===== src/rtl/uart_rx_fifo.sv =====
// Receive-side show-ahead FIFO behind the UART receiver, with per-entry frame
// status, sticky overrun flag and saturating error/overrun counters.
module uart_rx_fifo #(
    parameter int unsigned DATA_WIDTH = 8,
    parameter int unsigned DEPTH      = 8,
    parameter int unsigned ADDR_WIDTH = 3,
    parameter int unsigned CNT_WIDTH  = 8
) (
    input  logic                  CLK,
    input  logic                  RST,
    input  logic [DATA_WIDTH-1:0] P_DATA,
    input  logic                  data_valid,
    input  logic                  par_err_in,
    input  logic                  stp_err_in,
    input  logic                  drop_err_en,
    input  logic                  rd_ready,
    input  logic                  clr_stat,
    output logic [DATA_WIDTH-1:0] rd_data,
    output logic [1:0]            rd_status,
    output logic                  rd_valid,
    output logic [ADDR_WIDTH:0]   fifo_count,
    output logic                  full,
    output logic                  overrun,
    output logic [CNT_WIDTH-1:0]  par_err_cnt,
    output logic [CNT_WIDTH-1:0]  stp_err_cnt,
    output logic [CNT_WIDTH-1:0]  ovr_cnt
);

    localparam int unsigned CW = ADDR_WIDTH + 1;
    localparam int unsigned EW = DATA_WIDTH + 2;

    logic [EW-1:0]         r_mem [DEPTH];
    logic [ADDR_WIDTH-1:0] r_wr_ptr;
    logic [ADDR_WIDTH-1:0] r_rd_ptr;
    logic [CW-1:0]         r_count;
    logic                  r_rd_valid;
    logic                  r_full;
    logic [EW-1:0]         r_head;
    logic                  r_overrun;
    logic [CNT_WIDTH-1:0]  r_par_cnt;
    logic [CNT_WIDTH-1:0]  r_stp_cnt;
    logic [CNT_WIDTH-1:0]  r_ovr_cnt;

    logic                  w_err;
    logic                  w_evt;
    logic                  w_push_req;
    logic                  w_pop;
    logic                  w_wr_en;
    logic                  w_drop;
    logic [EW-1:0]         w_entry;
    logic [ADDR_WIDTH-1:0] w_rd_ptr_nxt;
    logic [CW-1:0]         w_count_nxt;
    logic [EW-1:0]         w_head_nxt;

    // Saturating increment; a same-cycle event overrides the clear.
    function automatic logic [CNT_WIDTH-1:0] cnt_next(
        input logic [CNT_WIDTH-1:0] cur,
        input logic                 inc,
        input logic                 clr
    );
        logic [CNT_WIDTH-1:0] res;
        res = cur;
        if (clr) begin
            res = inc ? CNT_WIDTH'(1) : '0;
        end else if (inc && (cur != '1)) begin
            res = cur + CNT_WIDTH'(1);
        end
        return res;
    endfunction

    always_comb begin
        w_err        = par_err_in | stp_err_in;
        w_evt        = data_valid | w_err;
        w_push_req   = w_evt & ~(drop_err_en & w_err);
        w_pop        = r_rd_valid & rd_ready;
        w_wr_en      = w_push_req & (~r_full | w_pop);
        w_drop       = w_push_req & r_full & ~w_pop;
        w_entry      = {stp_err_in, par_err_in, P_DATA};
        w_rd_ptr_nxt = r_rd_ptr + ADDR_WIDTH'(w_pop);
        w_count_nxt  = r_count;
        if (w_wr_en && !w_pop) begin
            w_count_nxt = r_count + CW'(1);
        end else if (!w_wr_en && w_pop) begin
            w_count_nxt = r_count - CW'(1);
        end
        // New entry becomes head when the FIFO is (or becomes) empty this cycle.
        w_head_nxt = r_head;
        if (w_wr_en && (r_count == CW'(w_pop))) begin
            w_head_nxt = w_entry;
        end else if (w_count_nxt != '0) begin
            w_head_nxt = r_mem[w_rd_ptr_nxt];
        end
    end

    always_ff @(posedge CLK) begin
        if (w_wr_en) begin
            r_mem[r_wr_ptr] <= w_entry;
        end
    end

    always_ff @(posedge CLK or negedge RST) begin
        if (!RST) begin
            r_wr_ptr   <= '0;
            r_rd_ptr   <= '0;
            r_count    <= '0;
            r_rd_valid <= 1'b0;
            r_full     <= 1'b0;
            r_head     <= '0;
            r_overrun  <= 1'b0;
            r_par_cnt  <= '0;
            r_stp_cnt  <= '0;
            r_ovr_cnt  <= '0;
        end else begin
            if (w_wr_en) begin
                r_wr_ptr <= r_wr_ptr + ADDR_WIDTH'(1);
            end
            r_rd_ptr   <= w_rd_ptr_nxt;
            r_count    <= w_count_nxt;
            r_rd_valid <= (w_count_nxt != '0);
            r_full     <= (w_count_nxt == CW'(DEPTH));
            r_head     <= w_head_nxt;
            r_overrun  <= w_drop | (r_overrun & ~clr_stat);
            r_par_cnt  <= cnt_next(r_par_cnt, par_err_in, clr_stat);
            r_stp_cnt  <= cnt_next(r_stp_cnt, stp_err_in, clr_stat);
            r_ovr_cnt  <= cnt_next(r_ovr_cnt, w_drop, clr_stat);
        end
    end

    assign rd_data     = r_head[DATA_WIDTH-1:0];
    assign rd_status   = r_head[EW-1:DATA_WIDTH];
    assign rd_valid    = r_rd_valid;
    assign fifo_count  = r_count;
    assign full        = r_full;
    assign overrun     = r_overrun;
    assign par_err_cnt = r_par_cnt;
    assign stp_err_cnt = r_stp_cnt;
    assign ovr_cnt     = r_ovr_cnt;

endmodule


===== config.mk =====
export PLATFORM = sky130hd
export DESIGN_NAME = uart_rx_fifo
export DESIGN_NICKNAME = d
export VERILOG_FILES = /design/src/rtl/uart_rx_fifo.sv
export SDC_FILE = /design/constraint.sdc
export NUM_CORES = 1
export LEC_CHECK = 0
export CAP_MARGIN = 20
export CORE_ASPECT_RATIO = 0.6
export CORE_UTILIZATION = 45
export CTS_CLUSTER_DIAMETER = 150
export CTS_CLUSTER_SIZE = 12
export DETAILED_ROUTE_END_ITERATION = 7
export HOLD_SLACK_MARGIN = 0.08
export PLACE_DENSITY_LB_ADDON = 0.25
export SYNTH_ARGS = -nofsm -noshare
export SYNTH_HDL_FRONTEND = slang
export SYNTH_SLANG_ARGS = --single-unit

===== constraint.sdc =====
create_clock -name CLK -period 2.5 [get_ports CLK]
set_input_delay 0.375 -clock CLK [delete_from_list [all_inputs] [get_ports CLK]]
set_output_delay 0.375 -clock CLK [all_outputs]
set_load 0.02 [all_outputs]

==> report_table.html <==
<table>
<tr><th>Metric</th><th>Value</th></tr>
<tr><th colspan="2">Run status</th></tr>
<tr><td>Outcome</td><td>complete, no violations</td></tr>
<tr><th colspan="2">Synthesis</th></tr>
<tr><td>Leading post-synthesis cells by cell area</td><td>sky130_fd_sc_hd__edfxtp_1 (44%), sky130_fd_sc_hd__dfrtp_1 (22%), sky130_fd_sc_hd__mux4_2 (8.2%), sky130_fd_sc_hd__nand2_1 (2.2%), sky130_fd_sc_hd__mux2_4 (1.9%)</td></tr>
<tr><td>Cells after synthesis</td><td>368</td></tr>
<tr><td>Mapped Nets</td><td>392</td></tr>
<tr><td>Register bit total from synthesis</td><td>127</td></tr>
<tr><td>Total standard cell area after synthesis</td><td>0.00546 mm²</td></tr>
<tr><td>Count of warnings emitted by yosys</td><td>0</td></tr>
<tr><td>Synth cell types</td><td>47</td></tr>
<tr><td>Share of synthesized area occupied by flip-flops and latches</td><td>0.655</td></tr>
<tr><td>Mapped Avg Cell Area</td><td>14.8 µm²</td></tr>
<tr><td>Cell type contributing the most total cell area after synthesis</td><td>sky130_fd_sc_hd__edfxtp_1</td></tr>
<tr><td>Share of the synthesized area in the top cell type</td><td>0.440</td></tr>
<tr><th colspan="2">STA</th></tr>
<tr><td>Relative max-transition margin</td><td>0.465</td></tr>
<tr><td>Worst-Margin Slew</td><td>0.800 ns</td></tr>
<tr><td>Final number of hold-violating endpoints</td><td>0</td></tr>
<tr><td>Share of the clock period used by the worst path after layout</td><td>0.994</td></tr>
<tr><td>Crit path setup slack, layout</td><td>0.0152 ns</td></tr>
<tr><td>Slew Limit Fails</td><td>0</td></tr>
<tr><td>Post-route setup TNS</td><td>0 ns</td></tr>
<tr><td>Max Clock Skew</td><td>0.00723 ns</td></tr>
<tr><td>Post-layout minimum cycle time</td><td>2.48 ns</td></tr>
<tr><td>Achievable Freq</td><td>0.402 GHz</td></tr>
<tr><td>Final setup viols</td><td>0</td></tr>
<tr><th colspan="2">Job</th></tr>
<tr><td>Number of maximum-capacitance violations</td><td>0</td></tr>
<tr><th colspan="2">Power</th></tr>
<tr><td>Switching power of the nets</td><td>2.79 mW</td></tr>
<tr><td>Max IR drop VDD</td><td>0.752 mV</td></tr>
<tr><td>Total internal power</td><td>6.37 mW</td></tr>
<tr><td>Power Density</td><td>1250 mW/mm²</td></tr>
<tr><td>Static leakage power</td><td>2.81 nW</td></tr>
<tr><td>Clock power frac</td><td>0.299</td></tr>
<tr><td>Part of the power in registers</td><td>0.316</td></tr>
<tr><td>Share of power burned in combinational logic</td><td>0.385</td></tr>
<tr><td>Switching share of power</td><td>0.304</td></tr>
<tr><th colspan="2">Floorplanning</th></tr>
<tr><td>Total Die Area</td><td>0.0126 mm²</td></tr>
<tr><td>Row Count</td><td>30</td></tr>
<tr><td>Chip Height</td><td>87.3 µm</td></tr>
<tr><td>Core outline area</td><td>0.0116 mm²</td></tr>
<tr><td>Width of the die</td><td>144 µm</td></tr>
<tr><td>Boundary pin count</td><td>57</td></tr>
<tr><td>Initial Utilization</td><td>0.472</td></tr>
<tr><th colspan="2">Place</th></tr>
<tr><td>Count of input and output buffers</td><td>56</td></tr>
<tr><td>Post-placement setup slack</td><td>-0.413 ns</td></tr>
<tr><td>Global placer's final weighted congestion</td><td>0.914</td></tr>
<tr><td>HPWL after detailed placement</td><td>8400 µm</td></tr>
<tr><th colspan="2">Global route</th></tr>
<tr><td>GRT Overall Usage</td><td>0.211</td></tr>
<tr><td>First-pass GRT wire length</td><td>19,000 µm</td></tr>
<tr><td>Via count of the first global-routing pass</td><td>3,389</td></tr>
<tr><td>Initial antenna violation count</td><td>0</td></tr>
<tr><td>Global-route congestion overflow total</td><td>0</td></tr>
<tr><td>Pin count of the biggest net entering global routing</td><td>48</td></tr>
<tr><th colspan="2">Critical path</th></tr>
<tr><td>Crit end category</td><td>flop</td></tr>
<tr><td>Largest fanout on the critical path</td><td>6</td></tr>
<tr><td>CP startpoint kind</td><td>input port</td></tr>
<tr><td>Delay of the slowest cell on the worst path</td><td>0.50 ns</td></tr>
<tr><td>Chain of cells forming the critical path</td><td>clkdlybuf4s50_1 -&gt; buf_4 -&gt; nor3_4 -&gt; nor4_2 -&gt; nor3_1 -&gt; o21bai_4 -&gt; or3_4 -&gt; mux2_4</td></tr>
<tr><td>Critical path data required time</td><td>2.79 ns</td></tr>
<tr><td>Slowest stage cell, crit path</td><td>sky130_fd_sc_hd__or3_4</td></tr>
<tr><td>Classification of the worst setup path</td><td>input port to flop</td></tr>
<tr><td>Start point of the critical path</td><td>data_valid</td></tr>
<tr><td>Startpoint of the most critical register-to-register path</td><td>fifo_count[2]</td></tr>
<tr><td>Signal arrival time at the worst endpoint</td><td>2.78 ns</td></tr>
<tr><th colspan="2">Layout</th></tr>
<tr><td>Count of antenna diodes in the layout</td><td>0</td></tr>
<tr><td>Most common cell after layout, fill and taps aside</td><td>sky130_fd_sc_hd__edfxtp_1</td></tr>
<tr><td>Layout cell share with drive strength beyond 1</td><td>0.267</td></tr>
<tr><td>Layout Nets</td><td>512</td></tr>
<tr><td>Commonest non-fill, non-tap cells in the layout</td><td>sky130_fd_sc_hd__edfxtp_1 (80), sky130_fd_sc_hd__clkdlybuf4s50_1 (53), sky130_fd_sc_hd__buf_4 (53)</td></tr>
<tr><td>Number of fillers in the final layout</td><td>874</td></tr>
<tr><td>P&amp;R area growth vs syn</td><td>34.4%</td></tr>
<tr><th colspan="2">CTS</th></tr>
<tr><td>Insertion delay to the later sink of the worst-skew pair</td><td>0.41 ns</td></tr>
<tr><td>Total of hold buffers inserted after clock tree synthesis</td><td>0</td></tr>
<tr><td>Library cell used as clock root buffer</td><td>sky130_fd_sc_hd__clkbuf_16</td></tr>
<tr><td>Clk slew on worst S/H paths</td><td>0.06 ns</td></tr>
<tr><td>CTS buffer count</td><td>17</td></tr>
<tr><td>H-Tree Level Count</td><td>4</td></tr>
<tr><td>Number of clock sinks</td><td>127</td></tr>
<tr><td>Clock tree buffer depth</td><td>2</td></tr>
<tr><td>TritonCTS clock tree</td><td>done</td></tr>
<tr><th colspan="2">Drt</th></tr>
<tr><td>Post-detailed-route via-to-cell ratio</td><td>5.36</td></tr>
<tr><td>Routed wirelength normalized by instance count</td><td>19.1 µm</td></tr>
<tr><td>Count of nets left with antenna violations after detail routing</td><td>0</td></tr>
<tr><td>Detailed-route DRC error count</td><td>0</td></tr>
<tr><td>Initial DRC count</td><td>280</td></tr>
<tr><td>Number of iterations in the first detailed-routing pass</td><td>4</td></tr>
<tr><td>Routed wire length</td><td>12,700 µm</td></tr>
<tr><td>Via total after detailed routing</td><td>3,545</td></tr>
<tr><th colspan="2">Hold path</th></tr>
<tr><td>Path category of the worst min-delay check</td><td>input port to asynchronous set/reset pin</td></tr>
</table>
## metrics by stage
| step | power (mW) | instance area [µm²] | instances | util | hold slack, ns |
|---|---|---|---|---|---|
| final | 9.15 | 7340 | 661 | 0.635 | 0.0681 |
| after detailed placement | 6.34 | 6600 | 626 | 0.571 | 0.523 |
| after global routing | 9.57 | 7340 | 661 | 0.635 | 0.121 |
| after global placement | 6.26 | 6600 | 626 | 0.571 | 0.515 |
| after floorplan | 4.99 | 5460 | 368 | - | 0.0794 |
| after CTS | 9.10 | 7260 | 658 | 0.628 | 0.0847 |
## synth_stat cells (all sizes together)
master / count
a211oi: 3
a21o: 1
a21oi: 9
a221oi: 2
a22oi: 1
a31oi: 3
a41oi: 2
and3: 4
buf: 4
clkbuf: 8
dfrtp: 47
edfxtp: 80
ha: 8
inv: 9
mux2: 9
mux2i: 9
mux4: 20
nand2: 33
nand2b: 2
nand3: 9
nand4: 7
nor2: 25
nor2b: 3
nor3: 10
nor4: 6
nor4b: 1
o2111ai: 1
o211ai: 3
o21a: 2
o21ai: 16
o21bai: 1
o31ai: 1
o32ai: 2
or3: 7
or4: 1
xnor2: 9
xor2: 10
## worst paths after layout
check	to	slack, ns	cells after the start
worst max-delay path	r_head[5]	0.02	8
worst min-delay path	ovr_cnt[5]	0.07	2
worst max register to register	r_head[5]	0.10	6
worst min register to register	overrun	0.53	2
max in group asynchronous	r_head[0]	1.99	2
min in group CLK	r_mem[1][8]	0.35	2
## flip-flops by register name (all words and copies together) (netlist names), 3 cells and up
register     flops
ovr_cnt          8
r_rd_ptr         3
r_mem           80
fifo_count       4
r_head          10
stp_err_cnt      8
r_wr_ptr         3
par_err_cnt      8
## kinds of logic after synthesis
family,after synthesis,synth area share
adder cells (fa/ha/maj),8,0.0183
buffers and inverters,21,0.0163
flip-flops,127,0.655
AO/OA/AOI/OAI,47,0.0614
XOR/XNOR,19,0.0305
AND/OR/NAND/NOR,108,0.0958
multiplexers,38,0.122
## power by group through the flow
| stage | registers [mW] | logic [mW] | clock network, mW |
|---|---|---|---|
| 2_1_floorplan | 3.05 | 1.94 | 0 |
| 3_3_place_gp | 2.91 | 3.35 | 0 |
| 3_5_place_dp | 2.93 | 3.42 | 0 |
| 4_1_cts | 2.89 | 3.43 | 2.78 |
| 5_1_grt | 2.93 | 3.77 | 2.86 |
| 6_report | 2.90 | 3.52 | 2.74 |
## per-layer routing
layer / share of wire / vias up / track usage
li1: - / 1652 / -
met1: 0.52 / 1781 / 0.331
met2: 0.41 / 101 / 0.283
met3: 0.054 / 11 / 0.0484
met4: 0.0085 / 0 / 0.0727
met5: 0 / - / 0
## critical path, delay by kind of cell
kind	cells	cell delay (ns)
buffers and inverters	2	0.64
AND/OR/NAND/NOR	4	1.31
multiplexers	1	0.33
AO/OA/AOI/OAI	1	0.13
## layout make-up
type / count / area, µm² / share of cell area
Clock inverter: 13 / 209 / 0.0285
Clock buffer: 19 / 453 / 0.0617
Sequential cell: 127 / 3580 / 0.488
Inverter: 9 / 33.8 / 0.00460
Timing Repair Buffer: 112 / 1010 / 0.138
Multi-Input combinational cell: 221 / 1860 / 0.253
Tap cell: 160 / 200 / 0.0273
## what timing repair did
item	CTS	global route
setup endpoints to repair	0	18
resized for setup	0	11
buffers inserted	0	2
Note: power is estimated with default switching activity, not from simulation.
